File: src/rtl/forward_control_unit.sv
// Forwarding and load-use hazard control for a 5-stage pipeline.
// Tracks EX/MEM/WB destination info and drives the EX operand mux selects and the stall request.
module forward_control_unit #(
  parameter int REG_ADDR_WIDTH = 5,
  parameter int CNT_WIDTH      = 16
) (
  input  logic                      clk,
  input  logic                      reset,
  input  logic                      id_valid,
  input  logic [REG_ADDR_WIDTH-1:0] id_rs,
  input  logic [REG_ADDR_WIDTH-1:0] id_rt,
  input  logic [REG_ADDR_WIDTH-1:0] id_write_reg,
  input  logic                      id_reg_write,
  input  logic                      id_mem_read,
  input  logic                      flush,
  output logic [1:0]                forward_a,
  output logic [1:0]                forward_b,
  output logic                      stall,
  output logic [CNT_WIDTH-1:0]      stall_count
);

  typedef logic [REG_ADDR_WIDTH-1:0] reg_t;

  typedef struct packed {
    logic valid;
    logic reg_write;
    logic mem_read;
    reg_t dest;
  } stg_t;

  typedef struct packed {
    stg_t s;
    reg_t rs;
    reg_t rt;
  } ex_t;

  localparam logic [1:0] SEL_RF  = 2'd0;
  localparam logic [1:0] SEL_WB  = 2'd1;
  localparam logic [1:0] SEL_MEM = 2'd2;

  ex_t  ex_q, ex_d;
  stg_t mem_q, mem_d;
  stg_t wb_q, wb_d;
  logic [CNT_WIDTH-1:0] stall_count_q, stall_count_d;

  // A load in MEM has no ALU result to forward; fall through to the WB check.
  function automatic logic [1:0] fwd_sel(input reg_t src);
    if (mem_q.valid && mem_q.reg_write && !mem_q.mem_read &&
        mem_q.dest != '0 && mem_q.dest == src)
      return SEL_MEM;
    else if (wb_q.valid && wb_q.reg_write && wb_q.dest != '0 && wb_q.dest == src)
      return SEL_WB;
    else
      return SEL_RF;
  endfunction

  always_comb begin
    forward_a = fwd_sel(ex_q.rs);
    forward_b = fwd_sel(ex_q.rt);
    stall = !flush && id_valid && ex_q.s.valid && ex_q.s.mem_read &&
            ex_q.s.dest != '0 && (ex_q.s.dest == id_rs || ex_q.s.dest == id_rt);
  end

  always_comb begin
    ex_d  = '0;
    mem_d = ex_q.s;
    wb_d  = mem_q;
    if (id_valid && !stall && !flush) begin
      ex_d.s.valid     = 1'b1;
      ex_d.s.reg_write = id_reg_write;
      ex_d.s.mem_read  = id_mem_read;
      ex_d.s.dest      = id_write_reg;
      ex_d.rs          = id_rs;
      ex_d.rt          = id_rt;
    end
    stall_count_d = stall_count_q;
    if (stall && stall_count_q != '1)
      stall_count_d = stall_count_q + 1'b1;
  end

  always_ff @(posedge clk) begin
    if (reset) begin
      ex_q          <= '0;
      mem_q         <= '0;
      wb_q          <= '0;
      stall_count_q <= '0;
    end else begin
      ex_q          <= ex_d;
      mem_q         <= mem_d;
      wb_q          <= wb_d;
      stall_count_q <= stall_count_d;
    end
  end

  assign stall_count = stall_count_q;

endmodule

File: config.mk
export PLATFORM = sky130hd
export DESIGN_NAME = forward_control_unit
export DESIGN_NICKNAME = d
export VERILOG_FILES = /design/src/rtl/forward_control_unit.sv
export SDC_FILE = /design/constraint.sdc
export NUM_CORES = 1
export LEC_CHECK = 0
export ABC_CLOCK_PERIOD_IN_PS = 2800
export BUFFER_PORTS_ARGS = -buffer_cell sky130_fd_sc_hd__buf_2
export CAP_MARGIN = 20
export CELL_PAD_IN_SITES_DETAIL_PLACEMENT = 0
export CELL_PAD_IN_SITES_GLOBAL_PLACEMENT = 1
export CORE_UTILIZATION = 41
export CTS_CLUSTER_SIZE = 8
export DETAILED_ROUTE_END_ITERATION = 16
export PLACE_DENSITY = 0.81
export SKIP_LAST_GASP = 1
export SLEW_MARGIN = 15
export SYNTH_ARGS = -nofsm -noshare
export SYNTH_HDL_FRONTEND = slang
export SYNTH_SLANG_ARGS = --single-unit
File: constraint.sdc
create_clock -name clk -period 2.8 [get_ports clk]
set_clock_uncertainty 0.2 [all_clocks]
set_input_delay 0.14 -clock clk [delete_from_list [all_inputs] [get_ports clk]]
set_output_delay 0.14 -clock clk [all_outputs]
set_load 0.02 [all_outputs]
==> results of run 1 <==
==> worst max-delay path: cells and delay by family <==
kind	cells	cell delay, ps
XOR/XNOR	1	150
buffers and inverters	4	1140
AND/OR/NAND/NOR	2	590
AO/OA/AOI/OAI	1	100
==> worst max-delay path by stage <==
stage | startpoint | to | slack (ps) | cells after the start
after floorplan | mem_q[1] | forward_a[0] | 520 | 4
after global placement | stall_count[0] | stall_count[0] | 610 | 6
after detailed placement | stall_count[0] | stall_count[0] | 570 | 6
after CTS | id_rs[2] | stall | 330 | 8
after global routing | id_rs[2] | stall | 250 | 8
final | id_rs[2] | stall | 340 | 8
==> per-stage QoR <==
step           instance area [um2]  worst slack (ps)
2_1_floorplan                 2200               523
3_3_place_gp                  2460               611
3_5_place_dp                  2460               570
4_1_cts                       2720               334
5_1_grt                       2720               249
6_report                      2720               339
==> cell type report <==
type / instances / area [um2]
Multi-Input combinational cell: 168 / 1160
Clock buffer: 5 / 68.8
Inverter: 3 / 11.3
Clock inverter: 3 / 25.0
Timing Repair Buffer: 59 / 383
Fill cell: 507 / 2420
Sequential cell: 49 / 981
Tap cell: 70 / 87.6
==> flip-flops by register name, indices dropped and copies added (netlist names) <==
register     flops
ex_q            18
mem_q            8
stall_count     16
wb_q             7
==> where the power goes <==
part           leakage, nW  total (mW)  switching (mW)  internal, mW
Clock               0.0447       0.429           0.248         0.181
Sequential           0.397       0.716         0.00968         0.707
Combinational        0.671      0.0878          0.0408        0.0470
==> cell usage in the layout (no fill, tap or decap), types with 2 or more instances in the layout <==
cell and count:
xnor2_1 12, nor2b_1 18, nor2_1 11, clkbuf_8 5
xor2_1 18, nand4_1 5, or3_1 2, o311a_1 2
or4_1 12, inv_1 3, o21ai_0 2, nor3_1 3
mux2_2 2, o211ai_1 2, nor4_1 5, a21oi_1 11
dfxtp_1 49, nand2_1 9, and2_1 18, dlygate4sd3_1 17
o31ai_1 10, buf_2 41, nand3_1 9
==> repair_timing <==
action,CTS,global route
resized for setup,0,0
hold endpoints to repair,17,0
buffers inserted,0,0
hold buffers,17,0
==> cell families (layout without fill, tap and decap cells) <==
kind of cell	after synthesis	count (layout)	synth area share
buffers and inverters	11	70	0.0267
flip-flops	49	49	0.445
XOR/XNOR	30	30	0.119
adder cells (fa/ha/maj)	1	1	0.00567
AND/OR/NAND/NOR	101	101	0.277
multiplexers	4	4	0.0216
AO/OA/AOI/OAI	32	32	0.105
==> layer usage <==
| metal | GRT usage | vias up |
|---|---|---|
| li1 | - | 924 |
| met1 | 0.253 | 807 |
| met2 | 0.260 | 27 |
| met3 | 0.0317 | 7 |
| met4 | 0.0494 | 0 |
| met5 | 0 | - |
==> results.sh, run 1 <==
export IMPL_overflow=0
export IMPL_dr_pass1_iters=4
export IMPL_yosysMostFrequentCell="dfxtp_1"
export IMPL_status="finished clean"
export IMPL_fin_nets=308
export IMPL_tns_ps=0
export IMPL_hold_ws_ps=138
export IMPL_vdd_drop_max_mv=0.285
export IMPL_ys_seq_area_frac=0.445
export IMPL_path_max_fanout=28
export IMPL_grtUsageTotal=0.173
export IMPL_synth_top_area_frac=0.445
export IMPL_die_area_um2=5670
export IMPL_cts_sinks=49
export IMPL_power_density_cell_area_nw_per_um2=453
export IMPL_wl_met1_um=2400
export IMPL_cpMostUsedCell="buf_2"
export IMPL_synth_edf_count=0
export IMPL_drt_wirelength_per_cell_um=13.1
export IMPL_vias=1765
export IMPL_drive_gt1_frac=0.216
export IMPL_cts_root_buf="clkbuf_8"
export IMPL_netlist_top_cells_area="dfxtp_1, xor2_1, and2_1"
export IMPL_tightest_slew_ps=653
export IMPL_hold_viol=0
export IMPL_drt_iter0_drc=45
export IMPL_holdPathStages=3
export IMPL_drcViolationCount=0
export IMPL_leakage_nw=1.11
export IMPL_synth_fp_nets=250
export IMPL_r2r_slack_ps=540
export IMPL_hold_path_class="input pin to flop"
export IMPL_avgViaCountPerCell=4.94
export IMPL_dp_cells=332
export IMPL_rr_endpoint="stall_count[0]"
export IMPL_die_w_um=75.3
export IMPL_clock_fmax_ghz=0.406
export IMPL_cts_reportedPaths_clkPinSlew_ps=90
export IMPL_wl_met3_um=110
export IMPL_cp_arrival_ps=2120
export IMPL_htreeDepth=2
export IMPL_finalCriticalPeriod_ps=2460
export IMPL_cts_buffers_inserted=5
export IMPL_netlist_area_um2=2200
export IMPL_endpoint_kind="output pin"
export IMPL_setup_viol=0
export IMPL_finalNonFillerCells=357
export IMPL_grt_pass1_wl_um=7270
export IMPL_period_share=0.879
export IMPL_critPathLaunchType="input pin"
export IMPL_insertion_delay_ps=300
export IMPL_dp_hpwl_um=3240
export IMPL_cp_cell_sequence="dlygate4sd3_1, buf_2, xor2_1, nor3_2, a22oi_2, buf_4, nor3_1, buf_2"
export IMPL_cts_tree="yes"
export IMPL_antennaDiodeCount=0
export IMPL_grt_max_degree=36
export IMPL_hold_path_startpoint="flush"
export IMPL_crit_path_max_incr_delay_ps=540
export IMPL_antenna_found_initial=0
export IMPL_yosysWarnings=0
export IMPL_grt_pass1_vias=1529
export IMPL_power_mw=1.23
export IMPL_ys_flop_type="dfxtp_1"
export IMPL_ys_ff_latch=49
export IMPL_slew_violations=0
export IMPL_cpMaxStageDelayCell="dlygate4sd3_1"
export IMPL_reg2reg_depth=6
export IMPL_ant_nets=0
export IMPL_netlist_top_cells_count="dfxtp_1, and2_1, nor2b_1, xor2_1"
export IMPL_async_flop_share=0
export IMPL_initial_core_util=0.429
export IMPL_synthDistinctLibCells=40
export IMPL_die_y_um=75.3
export IMPL_critical_path_class="input pin to output pin"
export IMPL_io_pins=42
export IMPL_wl_met2_um=2120
export IMPL_cts_path_max_buffers=2
export IMPL_core_area_um2=5140
export IMPL_area_growth_pct=23.4
export IMPL_cap_violations=0
export IMPL_rsz0062_at_grt="no"
export IMPL_place_congestion=0.753
export IMPL_top_layer="met4"
export IMPL_synth_largest_area_cell="dfxtp_1"
export IMPL_routed_wl_um=4690
export IMPL_maxSlewHeadroom=0.564
export IMPL_rows=26
export IMPL_crit_required_ps=2460
export IMPL_io_buffers=41
export IMPL_holdPathEnd="ex_q[17]"
export IMPL_r2r_start="stall_count[0]"
export IMPL_avgSynthCellArea_um2=9.67
export IMPL_fin_util=0.529
export IMPL_synth_cells=228
Note: power is estimated with default switching activity, not from simulation.
==> run 2, diff against run 1 <==
--- a/config.mk
+++ b/config.mk
@@ -6,14 +6,14 @@
 export NUM_CORES = 1
 export LEC_CHECK = 0
 export ABC_CLOCK_PERIOD_IN_PS = 2800
-export BUFFER_PORTS_ARGS = -buffer_cell sky130_fd_sc_hd__buf_2
 export CAP_MARGIN = 20
 export CELL_PAD_IN_SITES_DETAIL_PLACEMENT = 0
 export CELL_PAD_IN_SITES_GLOBAL_PLACEMENT = 1
-export CORE_UTILIZATION = 41
+export CORE_UTILIZATION = 47
 export CTS_CLUSTER_SIZE = 8
 export DETAILED_ROUTE_END_ITERATION = 16
-export PLACE_DENSITY = 0.81
+export DONT_BUFFER_PORTS = 1
+export PLACE_DENSITY = 0.8
 export SKIP_LAST_GASP = 1
 export SLEW_MARGIN = 15
 export SYNTH_ARGS = -nofsm -noshare
==> run 2 against run 1 <==
Compared with the run above:
- the run now ends with design-rule violations left
- global-route usage increased by 2.3 points
- die area is 12% lower
- sequential share of layout area up 1.3 points
- critical path depth shrank 3
- routed wire length down 4.5%
- worst setup slack worse by 150 ps
- hold slack lost 88 ps
- first-iteration DRC count is 84% higher
- highest routed layer unchanged
==> results.sh, run 2 (synthesis results as in run 1) <==
export IMPL_place_congestion=0.831
export IMPL_cpMaxStageDelayCell="nor4_1"
export IMPL_r2r_start="stall_count[0]"
export IMPL_seq_area_um2=981
export IMPL_vias=1680
export IMPL_dp_hpwl_um=3020
export IMPL_fin_nets=277
export IMPL_post_cts_repair_setup_buffers=0
export IMPL_crit_path_max_incr_delay_ps=920
export IMPL_dr_pass1_iters=10
export IMPL_critPathLaunchType="flop"
export IMPL_die_y_um=70.5
export IMPL_grtUsageTotal=0.196
export IMPL_initial_core_util=0.496
export IMPL_insertion_delay_ps=300
export IMPL_cpMostUsedCell="nor4_1"
export IMPL_hold_path_class="input pin to flop"
export IMPL_avgViaCountPerCell=5.45
export IMPL_cts_tree="yes"
export IMPL_top_register="ex_q"
export IMPL_path_max_fanout=4
export IMPL_layout_common_cells="dfxtp_1, dlygate4sd3_1, xor2_1, and2_1, nor2b_1"
export IMPL_drive_gt1_frac=0.109
export IMPL_grt_max_degree=35
export IMPL_cts_reportedPaths_clkPinSlew_ps=100
export IMPL_htreeDepth=2
export IMPL_io_buffers=0
export IMPL_place_area_um2=2270
export IMPL_clock_fmax_ghz=0.384
export IMPL_cts_root_buf="clkbuf_8"
export IMPL_crit_required_ps=2460
export IMPL_drcViolationCount=2
export IMPL_leakage_nw=0.995
export IMPL_finalCriticalPeriod_ps=2610
export IMPL_io_pins=42
export IMPL_period_share=0.931
export IMPL_endpoint_kind="output pin"
export IMPL_violations="design-rule violations"
export IMPL_rsz0062_at_grt="no"
export IMPL_drt_wirelength_per_cell_um=14.5
export IMPL_cts_buffers_inserted=5
export IMPL_maxSlewHeadroom=0.272
export IMPL_cts_hold_buf=20
export IMPL_critical_path_class="flop to output pin"
export IMPL_layout_commonest_cell="dfxtp_1"
export IMPL_setup_viol=0
export IMPL_hold_path_startpoint="flush"
export IMPL_antenna_found_initial=0
export IMPL_grt_pass1_wl_um=7550
export IMPL_cap_violations=0
export IMPL_antennaDiodeCount=0
export IMPL_tns_ps=0
export IMPL_cts_resized=0
export IMPL_die_w_um=70.5
export IMPL_ant_nets=0
export IMPL_area_growth_pct=19.0
export IMPL_overflow=0
export IMPL_cp_arrival_ps=2270
export IMPL_core_area_um2=4440
export IMPL_routed_wl_um=4480
export IMPL_vdd_drop_max_mv=0.331
export IMPL_cts_sinks=49
export IMPL_largest_reg_flops=18
export IMPL_status="complete, but fails checks"
export IMPL_cts_path_max_buffers=2
export IMPL_drt_iter0_drc=83
export IMPL_hold_viol=0
export IMPL_slew_violations=0
export IMPL_cp_cell_sequence="xnor2_1, nand3_1, nor4_1, nor4_1, buf_4"
export IMPL_rows=24
export IMPL_fill_cells=391
export IMPL_fin_area_um2=2620
export IMPL_power_density_cell_area_nw_per_um2=531
export IMPL_multiInputGateArea_um2=1160
export IMPL_grt_pass1_vias=1577
export IMPL_crit_start="mem_q[0]"
export IMPL_die_area_um2=4970
export IMPL_tightest_slew_ps=1080
==> run 2: routing by layer <==
| layer | wire length (um) | part of all wire | GRT usage | vias up |
|---|---|---|---|---|
| met4 | 104 | 0.023 | 0.0975 | 0 |
| met1 | 2170 | 0.49 | 0.261 | 763 |
| li1 | - | - | - | 863 |
| met5 | 0 | 0 | 0 | - |
| met3 | 246 | 0.055 | 0.0548 | 12 |
| met2 | 1950 | 0.44 | 0.289 | 42 |
==> run 2: worst paths after layout <==
check / to / cells after the start / slack, ps
setup reg to reg: stall_count[6] / 7 / 360
hold reg to reg: mem_q[6] / 1 / 250
setup / recovery: forward_b[0] / 5 / 190
hold / removal: ex_q[17] / 2 / 50
==> run 2: final cells by class <==
type / count / area share
flip-flops and latches: 49 / 0.374
well taps: 52 / 0.0248
clock buffers: 5 / 0.0262
repair buffers: 28 / 0.101
clock inverters: 3 / 0.0262
inverters: 3 / 0.00429
multi-input cells: 168 / 0.444
==> run 2: critical path: cells and delay by family (launching register included) <==
family                    cells  cell delay (ps)
and+or+nand+nor               3             1180
DFF                           1              430
buffers and inverters         1              210
xor gates and xnor gates      1              150
==> run 2: metrics by stage <==
stage | cells | hold slack (ps) | setup WS, ps | power [mW] | util
after floorplan | 228 | 61.7 | 523 | 0.775 | -
after global placement | 278 | 12.6 | 435 | 0.776 | 0.510
after detailed placement | 278 | 14.0 | 414 | 0.776 | 0.510
after CTS | 306 | 45.8 | 178 | 1.40 | 0.588
after global routing | 308 | 86.0 | 51.8 | 1.44 | 0.590
final | 308 | 49.9 | 193 | 1.39 | 0.590
==> run 2: report_power, final <==
group / switching [mW] / leakage, nW / internal, mW / total (mW)
clock network: 0.244 / 0.0687 / 0.360 / 0.603
logic: 0.0323 / 0.529 / 0.0413 / 0.0736
registers: 0.0101 / 0.397 / 0.707 / 0.717
total: 0.286 / 0.995 / 1.11 / 1.39
==> run 3, diff against run 2 <==
--- a/config.mk
+++ b/config.mk
@@ -13,7 +13,7 @@
 export CTS_CLUSTER_SIZE = 8
 export DETAILED_ROUTE_END_ITERATION = 16
 export DONT_BUFFER_PORTS = 1
-export PLACE_DENSITY = 0.8
+export PLACE_DENSITY_LB_ADDON = 0.1
 export SKIP_LAST_GASP = 1
 export SLEW_MARGIN = 15
 export SYNTH_ARGS = -nofsm -noshare
==> run 3 against run 2 <==
Compared with the run above:
- the run still ends with design-rule violations left
- die area is the same
- first-iteration DRC count grew 1.2%
- fmax shrank 0.97%
- global-route usage grew 0.49 points
- clock power shrank 32%
- clock-buffer cell count is the same
- highest routed layer unchanged
==> results.sh, run 3 (synthesis results as in run 1) <==
export IMPL_finalCriticalPeriod_ps=2630
export IMPL_tns_ps=0
export IMPL_post_cts_repair_setup_buffers=0
export IMPL_overflow=0
export IMPL_endpoint_kind="output pin"
export IMPL_rsz0062_at_grt="no"
export IMPL_hold_path_startpoint="flush"
export IMPL_area_growth_pct=16.5
export IMPL_io_pins=42
export IMPL_wl_met1_um=2230
export IMPL_cp_depth=5
export IMPL_cts_tree="yes"
export IMPL_drive_gt1_frac=0.106
export IMPL_hold_viol=0
export IMPL_dp_hpwl_um=3290
export IMPL_sw_frac_of_total=0.230
export IMPL_drcViolationCount=9
export IMPL_combPwrFrac=0.062
export IMPL_seq_power_share=0.596
export IMPL_die_y_um=70.5
export IMPL_cpMostUsedCell="nor4_1"
export IMPL_htreeDepth=2
export IMPL_tightest_slew_ps=1140
export IMPL_ant_nets=0
export IMPL_maxSlewHeadroom=0.232
export IMPL_top_register="ex_q"
export IMPL_grt_pass1_wl_um=7880
export IMPL_clockPowerShare=0.342
export IMPL_drt_wirelength_per_cell_um=15.1
export IMPL_cts_resized=0
export IMPL_antennaDiodeCount=0
export IMPL_cap_violations=0
export IMPL_vias=1688
export IMPL_die_w_um=70.5
export IMPL_cts_sinks=49
export IMPL_holdPathStages=2
export IMPL_setup_slack_ps=167
export IMPL_critPathLaunchType="flop"
export IMPL_crit_start="mem_q[2]"
export IMPL_vdd_drop_max_mv=0.330
export IMPL_r2r_slack_ps=340
export IMPL_rows=24
export IMPL_hold_path_class="input pin to flop"
export IMPL_avgViaCountPerCell=5.52
export IMPL_cp_cell_sequence="or4_1, o21ai_0, nor4_1, nor4_1, buf_4"
export IMPL_fin_area_um2=2570
export IMPL_cpMaxStageDelayCell="nor4_1"
export IMPL_grtUsageTotal=0.201
export IMPL_cp_arrival_ps=2290
export IMPL_initial_core_util=0.496
export IMPL_setup_viol=0
export IMPL_die_area_um2=4970
export IMPL_antenna_found_initial=0
export IMPL_reg2reg_depth=6
export IMPL_cp_top_family="simple AND/OR/NAND/NOR gates"
export IMPL_power_density_cell_area_nw_per_um2=468
export IMPL_dr_pass1_iters=10
export IMPL_clock_fmax_ghz=0.380
export IMPL_layout_common_cells="dfxtp_1, dlygate4sd3_1, xor2_1, and2_1, nor2b_1"
export IMPL_period_share=0.940
export IMPL_slew_violations=0
export IMPL_place_area_um2=2270
export IMPL_layout_commonest_cell="dfxtp_1"
export IMPL_crit_path_max_incr_delay_ps=980
export IMPL_drt_iter0_drc=84
export IMPL_top_layer="met4"
export IMPL_hold_ws_ps=23.1
export IMPL_rr_endpoint="stall_count[0]"
export IMPL_grt_max_degree=35
export IMPL_cp_num_buf_inv=1
export IMPL_fin_nets=275
export IMPL_place_congestion=0.805
export IMPL_largest_reg_flops=18
export IMPL_wl_met3_um=298
export IMPL_status="complete, but fails checks"
export IMPL_holdPathEnd="ex_q[17]"
export IMPL_insertion_delay_ps=290
export IMPL_wl_met2_um=2050
export IMPL_io_buffers=0
export IMPL_r2r_start="stall_count[0]"
export IMPL_cts_hold_buf=20
export IMPL_internal_power_mw=0.926
export IMPL_grt_pass1_vias=1618
export IMPL_cts_root_buf="clkbuf_8"
export IMPL_critical_path_class="flop to output pin"
export IMPL_cts_reportedPaths_clkPinSlew_ps=90
export IMPL_routed_wl_um=4630
export IMPL_dp_slack_ps=373
export IMPL_switching_power_mw=0.277
export IMPL_violations="design-rule violations"
export IMPL_cts_path_max_buffers=2
export IMPL_crit_required_ps=2460
export IMPL_path_max_fanout=4
export IMPL_cts_buffers_inserted=5
export IMPL_core_area_um2=4440
export IMPL_leakage_nw=0.967
run 3: per-stage QoR:
step           utilization  cells  power (mW)
2_1_floorplan            -    228       0.775
3_3_place_gp         0.510    278       0.776
3_5_place_dp         0.510    278       0.777
4_1_cts              0.578    306        1.22
5_1_grt              0.578    306        1.26
6_report             0.578    306        1.20
run 3: power groups by stage:
stage | clock [mW] | sequential [mW] | combinational, mW
3_5_place_dp | 0 | 0.733 | 0.0438
6_report | 0.411 | 0.717 | 0.0748
2_1_floorplan | 0 | 0.730 | 0.0451
4_1_cts | 0.426 | 0.717 | 0.0744
5_1_grt | 0.456 | 0.719 | 0.0819
3_3_place_gp | 0 | 0.733 | 0.0429
run 3: cell type report:
type / instances / area [um2]
Fill cell: 396 / 1880
Clock inverter: 3 / 22.5
Inverter: 3 / 11.3
Sequential cell: 49 / 981
Timing Repair Buffer: 26 / 255
Multi-Input combinational cell: 168 / 1160
Clock buffer: 5 / 68.8
Tap cell: 52 / 65.1
run 3: how the worst max path moves through the flow:
stage               slack (ps)        endpoint
floorplan                  520    forward_a[0]
global placement           450  stall_count[0]
detailed placement         370  stall_count[0]
CTS                        190    forward_b[0]
global route                80    forward_b[0]
finish                     170    forward_b[0]
run 3: routing by layer:
metal  track usage  vias to the layer above
met1         0.280                      775
met3        0.0534                        5
met4        0.0544                        0
met5             0                        -
met2         0.305                       51
li1              -                      857
